## src/rtl/instr_fetch_pkg.sv

```systemverilog
// Shared fetch-stage definitions: opcode constants, FSM state encoding, default reset PC
// and the branch-offset helper used by the next-PC logic.
package instr_fetch_pkg;

  localparam logic [5:0] OP_RTYPE = 6'b000000;
  localparam logic [5:0] OP_LW    = 6'b100011;
  localparam logic [5:0] OP_SW    = 6'b101011;
  localparam logic [5:0] OP_BEQ   = 6'b000100;
  localparam logic [5:0] OP_J     = 6'b000010;

  localparam logic [31:0] DEFAULT_RESET_PC = 32'h0000_0000;

  typedef enum logic [1:0] {
    S_IDLE  = 2'd0,
    S_FETCH = 2'd1,
    S_ISSUE = 2'd2
  } state_e;

  // Word offset of a beq immediate, sign-extended and scaled to bytes.
  function automatic logic [31:0] branch_offset(input logic [15:0] imm);
    return {{14{imm[15]}}, imm, 2'b00};
  endfunction

endpackage

```

## src/rtl/instr_fetch_next_pc_logic.sv

```systemverilog
// Combinational next-PC selection: jump target, taken-beq target or sequential PC+4.
// Jump wins over branch; all arithmetic wraps mod 2^32.
module next_pc_logic
  import instr_fetch_pkg::*;
(
  input  logic [31:0] pc_plus4,
  input  logic [25:0] instr_lo,
  input  logic        branch,
  input  logic        jump,
  input  logic        zero,
  output logic [31:0] next_pc
);

  logic [31:0] jump_target;
  logic [31:0] branch_target;

  assign jump_target   = {pc_plus4[31:28], instr_lo, 2'b00};
  assign branch_target = pc_plus4 + branch_offset(instr_lo[15:0]);

  always_comb begin
    next_pc = pc_plus4;
    if (jump) begin
      next_pc = jump_target;
    end else if (branch && zero) begin
      next_pc = branch_target;
    end
  end

endmodule

```

## src/rtl/instr_fetch.sv

```systemverilog
// Fetch stage: owns the PC, fetches over a req/ready port, holds the word until downstream ack,
// then advances the PC using the control signals sampled with that ack.
module instr_fetch
  import instr_fetch_pkg::*;
#(
  parameter logic [31:0] RESET_PC = DEFAULT_RESET_PC
) (
  input  logic        clk,
  input  logic        reset,
  output logic        imem_req,
  output logic [31:0] imem_addr,
  input  logic        imem_ready,
  input  logic [31:0] imem_rdata,
  output logic [31:0] instr,
  output logic [5:0]  opcode,
  output logic [31:0] pc,
  output logic [31:0] pc_plus4,
  output logic        instr_valid,
  input  logic        instr_ack,
  input  logic        branch,
  input  logic        jump,
  input  logic        zero
);

  state_e      state_q, state_d;
  logic [31:0] pc_q, pc_d;
  logic [31:0] instr_q, instr_d;
  logic [31:0] next_pc;

  next_pc_logic u_next_pc (
    .pc_plus4 (pc_plus4),
    .instr_lo (instr_q[25:0]),
    .branch   (branch),
    .jump     (jump),
    .zero     (zero),
    .next_pc  (next_pc)
  );

  always_ff @(posedge clk) begin
    if (reset) begin
      state_q <= S_IDLE;
      pc_q    <= RESET_PC;
      instr_q <= '0;
    end else begin
      state_q <= state_d;
      pc_q    <= pc_d;
      instr_q <= instr_d;
    end
  end

  // Ready and ack are only honoured in the state that is waiting for them.
  always_comb begin
    state_d     = state_q;
    pc_d        = pc_q;
    instr_d     = instr_q;
    imem_req    = 1'b0;
    instr_valid = 1'b0;
    unique case (state_q)
      S_IDLE: begin
        state_d = S_FETCH;
      end
      S_FETCH: begin
        imem_req = 1'b1;
        if (imem_ready) begin
          instr_d = imem_rdata;
          state_d = S_ISSUE;
        end
      end
      S_ISSUE: begin
        instr_valid = 1'b1;
        if (instr_ack) begin
          pc_d    = next_pc;
          state_d = S_FETCH;
        end
      end
      default: begin
        state_d = S_IDLE;
      end
    endcase
  end

  assign imem_addr = pc_q;
  assign pc        = pc_q;
  assign pc_plus4  = pc_q + 32'd4;
  assign instr     = instr_q;
  assign opcode    = instr_q[31:26];

endmodule
```

## config.mk

```make
export PLATFORM = sky130hd
export DESIGN_NAME = instr_fetch
export DESIGN_NICKNAME = d
export VERILOG_FILES = /design/src/rtl/instr_fetch_pkg.sv /design/src/rtl/instr_fetch_next_pc_logic.sv /design/src/rtl/instr_fetch.sv
export SDC_FILE = /design/constraint.sdc
export NUM_CORES = 1
export LEC_CHECK = 0
export ABC_CLOCK_PERIOD_IN_PS = 4400
export CORE_ASPECT_RATIO = 1.25
export CORE_MARGIN = 5
export CORE_UTILIZATION = 30
export CTS_CLUSTER_SIZE = 25
export DETAILED_ROUTE_END_ITERATION = 16
export GPL_TIMING_DRIVEN = 0
export PLACE_DENSITY_LB_ADDON = 0.12
export SLEW_MARGIN = 10
export SYNTH_ARGS = -nofsm -noshare
export SYNTH_HDL_FRONTEND = slang
export SYNTH_HIERARCHICAL = 1
export SYNTH_SLANG_ARGS = --single-unit
```

## constraint.sdc

```tcl
create_clock -name clk -period 4.4 [get_ports clk]
set_input_delay 1.1 -clock clk [delete_from_list [all_inputs] [get_ports clk]]
set_output_delay 1.1 -clock clk [all_outputs]
set_load 0.005 [all_outputs]
```

==> flow_summary.yaml <==
cells_and_area:
  diodes: 0
  layout-drive-gt1-share_pct: 10.7
  instances_no_fill: 1158
  syn_to_final_growth_pct: 43.6
  num-fill-cells: 1817
  nNetsFinal: 999
die:
  floorplan.initialDensity_pct: 30.6
  ioPinCount: 175
  fp-row-count: 54
  fp.dieW_um: 130
  core-area_mm2: 0.0175
  die_y_um: 159
  floorplan.die_area_mm2: 0.0207
drt:
  vias: 5816
  post_drt_wl_per_cell_um: 17.3
  drt-initial-drc-count: 341
  route.antenna.remaining_nets: 0
  drc_errors: 0
  via_per_inst: 5.02
  finalWirelength_um: 20000
  firstDrtPassIters: 5
power_and_ir_drop:
  p_per_area_mw_per_mm2: 199
  ir_drop_v: 0.000148
  switching_share_pct: 27.7
  power_frac_seq_pct: 41.6
  p_int_w: 0.00111
  total_leakage_power_nw: 2.88
  share_comb_of_total_power_pct: 14.7
  p_clk_share_pct: 43.7
  p_switching_w: 0.000425
timing:
  worstMarginPinSlew_ns: 0.933
  post-route-min-period_ns: 4.15
  fin_ws_ns: 0.250
  grt_setup_unrepaired: "true"
  relSlewSlack_pct: 37.7
  max_freq_mhz: 241
  finalSetupViolCount: 0
  fin_crit_sh_pct: 94.3
  final.setup_skew_ns: 0.0113
  final_hold_viol_count: 0
  slew_violations: 0
critical_path:
  rr_worst_depth: 17
  arrival_ns: 4.34
  cp-start-kind: "flip-flop"
  worstSetupEndpointType: "flip-flop"
  r2r_start: "imem_addr[2]"
  reg2reg_slack_ns: 0.25
  critPathKind: "reg2reg"
  cp_max_fo: 7
  required_ns: 4.59
  timing.rr.end: "imem_addr[24]"
clock_network:
  h-tree-depth: 3
  clock_latency_ns: 0.34
  numCtsBuffers: 9
  cts_tree: "yes"
  max-clock-path-buffers: 2
  clk_pin_slew_ns: 0.06
  hold_buffers: 0
  root_buffer: "clkbuf_16"
  cts_sinks: 66
yosys:
  ys_async_sr_fraction_pct: 0
  synth.yosys.seq_area_share_pct: 24.6
  ys.flop_type: "dfxtp_1"
  syn_nets: 814
  synth_edf_count: 0
  synth_area_mm2: 0.00536
  syn_inst: 744
  synth.distinct_cells: 67
  yosysWarnings: 6
  synth_seq_cells: 66
  synth_area_per_cell_um2: 7.20
hold_path:
  hold_path_class: "reg2reg"
  min_to: "instr[31]"
  min_from: "instr[31]"
  holdPathStages: 2
placement:
  gp_congestion: 0.818
  dpl.hpwl_um: 16100
  io_buffer_count: 172
  dp_slack_ns: -0.144
  placed_cells: 1140
global_routing:
  grt_max_degree: 25
  grt_pass1_vias: 5593
  grt_pass1_wl_um: 31100
  grt-ovfl-total: 0
  track_usage_pct: 19.1
  grt_antenna_before_repair: 0
job:
  maxCapViolations: 0
status:
  status: "completed"
[power groups by stage]
stage	Clock (W)	Sequential (W)	Combinational, W
CTS	0.000685	0.000637	0.000228
floorplan	0	0.000644	0.000110
global placement	0	0.000649	0.000227
global route	0.000715	0.000639	0.000249
detailed placement	0	0.000650	0.000228
finish	0.000669	0.000636	0.000225
[sequential cells by signal, summed over array words and instances (netlist names)]
name and count:
instr 32, imem_addr 32, state_q 2
[worst max path at each step]
stage                 start             to  slack [ns]  depth (start not counted)
3_3_place_gp   imem_addr[2]  imem_addr[31]       -0.14                         17
6_report       imem_addr[2]  imem_addr[24]        0.25                         17
3_5_place_dp   imem_addr[2]  imem_addr[31]       -0.14                         17
2_1_floorplan  imem_addr[2]  imem_addr[24]        0.80                         17
5_1_grt        imem_addr[4]  imem_addr[31]       -0.02                         17
4_1_cts        imem_addr[2]  imem_addr[24]        0.04                         16
[cells in the mapped netlist (12+ instances only)]
library cell	instances	area (um2)
xnor2_1	26	228
xor2_1	23	201
nand3_1	15	75.1
a21oi_1	111	556
nor2_1	32	120
clkbuf_1	29	109
dfxtp_1	66	1320
ha_1	30	375
nand2_1	184	691
o21ai_1	12	60.1
buf_4	41	308
o21ai_0	27	135
[cell usage in the layout, fill, tap and decap left out, drive strengths merged, types with 3 or more instances in the layout]
cell type and instances:
nand2 184, clkdlybuf4s50 172, a21oi 112, dfxtp 66, buf 53, clkbuf 39, o21ai 39, nor2 32
ha 30, xnor2 26, xor2 23, nand3 15, nor3 15, inv 11, a21o 11, a211oi 8
nand4 8, mux2i 7, and4 7, and3 5, nand2b 5, nor2b 5, nor4 5, o21a 4
or3 3, o31a 3, nor3b 3, and2 3, clkinv 3, o31ai 3, a311oi 3, nor4b 3
[worst max-delay path, cell delays in order (launching register included)]
cell and delay (ns):
dfxtp_2 0.39, ha_1 0.22, and3_1 0.16, buf_2 0.20
nand4_1 0.18, xnor2_2 0.22, ha_2 0.41, nand4_1 0.21
or4b_1 0.62, o22ai_4 0.18, nor4b_2 0.08, a311oi_2 0.30
a211oi_2 0.13, xor2_1 0.25, o21ai_1 0.09, mux2_2 0.26
nand2_1 0.05, a21oi_1 0.05
[per-layer routing]
| layer | GRT usage [%] | share of wire [%] |
|---|---|---|
| met5 | 0 | 0 |
| met4 | 5.43 | 2.3 |
| met3 | 3.52 | 5.2 |
| met2 | 34.2 | 51 |
| met1 | 23.0 | 41 |
[repair_timing]
action | in CTS | in global routing
pin swaps | 0 | 2
resized for setup | 2 | 9
setup buffers | 0 | 2
setup endpoints to repair | 1 | 7
[final cells by class]
class / instances / area, um2 / area share, %
plain buffers: 80 / 475 / 6.18
clock buffers: 10 / 229 / 2.98
clock inverters: 6 / 42.5 / 0.553
inverters: 10 / 37.5 / 0.488
multi-input cells: 588 / 3570 / 46.4
flip-flops and latches: 66 / 1330 / 17.2
well taps: 224 / 280 / 3.64
repair buffers: 174 / 1740 / 22.6
[cell families after synthesis]
| logic type | Yosys count | synth area share (%) |
|---|---|---|
| AO/OA/AOI/OAI | 199 | 22.1 |
| flip-flops | 66 | 24.6 |
| multiplexers | 9 | 1.73 |
| AND/OR/NAND/NOR | 300 | 26.6 |
| buffers and inverters | 90 | 9.57 |
| adder cells (fa/ha/maj) | 31 | 7.38 |
| XOR/XNOR | 49 | 8.01 |
[through the flow]
step | utilization, % | instance area [um2] | power [W] | hold WS (ns) | TNS (ns)
2_1_floorplan | - | 5360 | 0.000754 | 0.462 | 0
3_3_place_gp | 42.1 | 7360 | 0.000877 | 0.463 | -0.142
3_5_place_dp | 42.1 | 7360 | 0.000877 | 0.474 | -0.144
4_1_cts | 43.7 | 7650 | 0.00155 | 0.483 | 0
5_1_grt | 44.0 | 7690 | 0.00160 | 0.514 | -0.0165
6_report | 44.0 | 7690 | 0.00153 | 0.479 | 0
No activity file was read; power rests on OpenSTA's default activity.
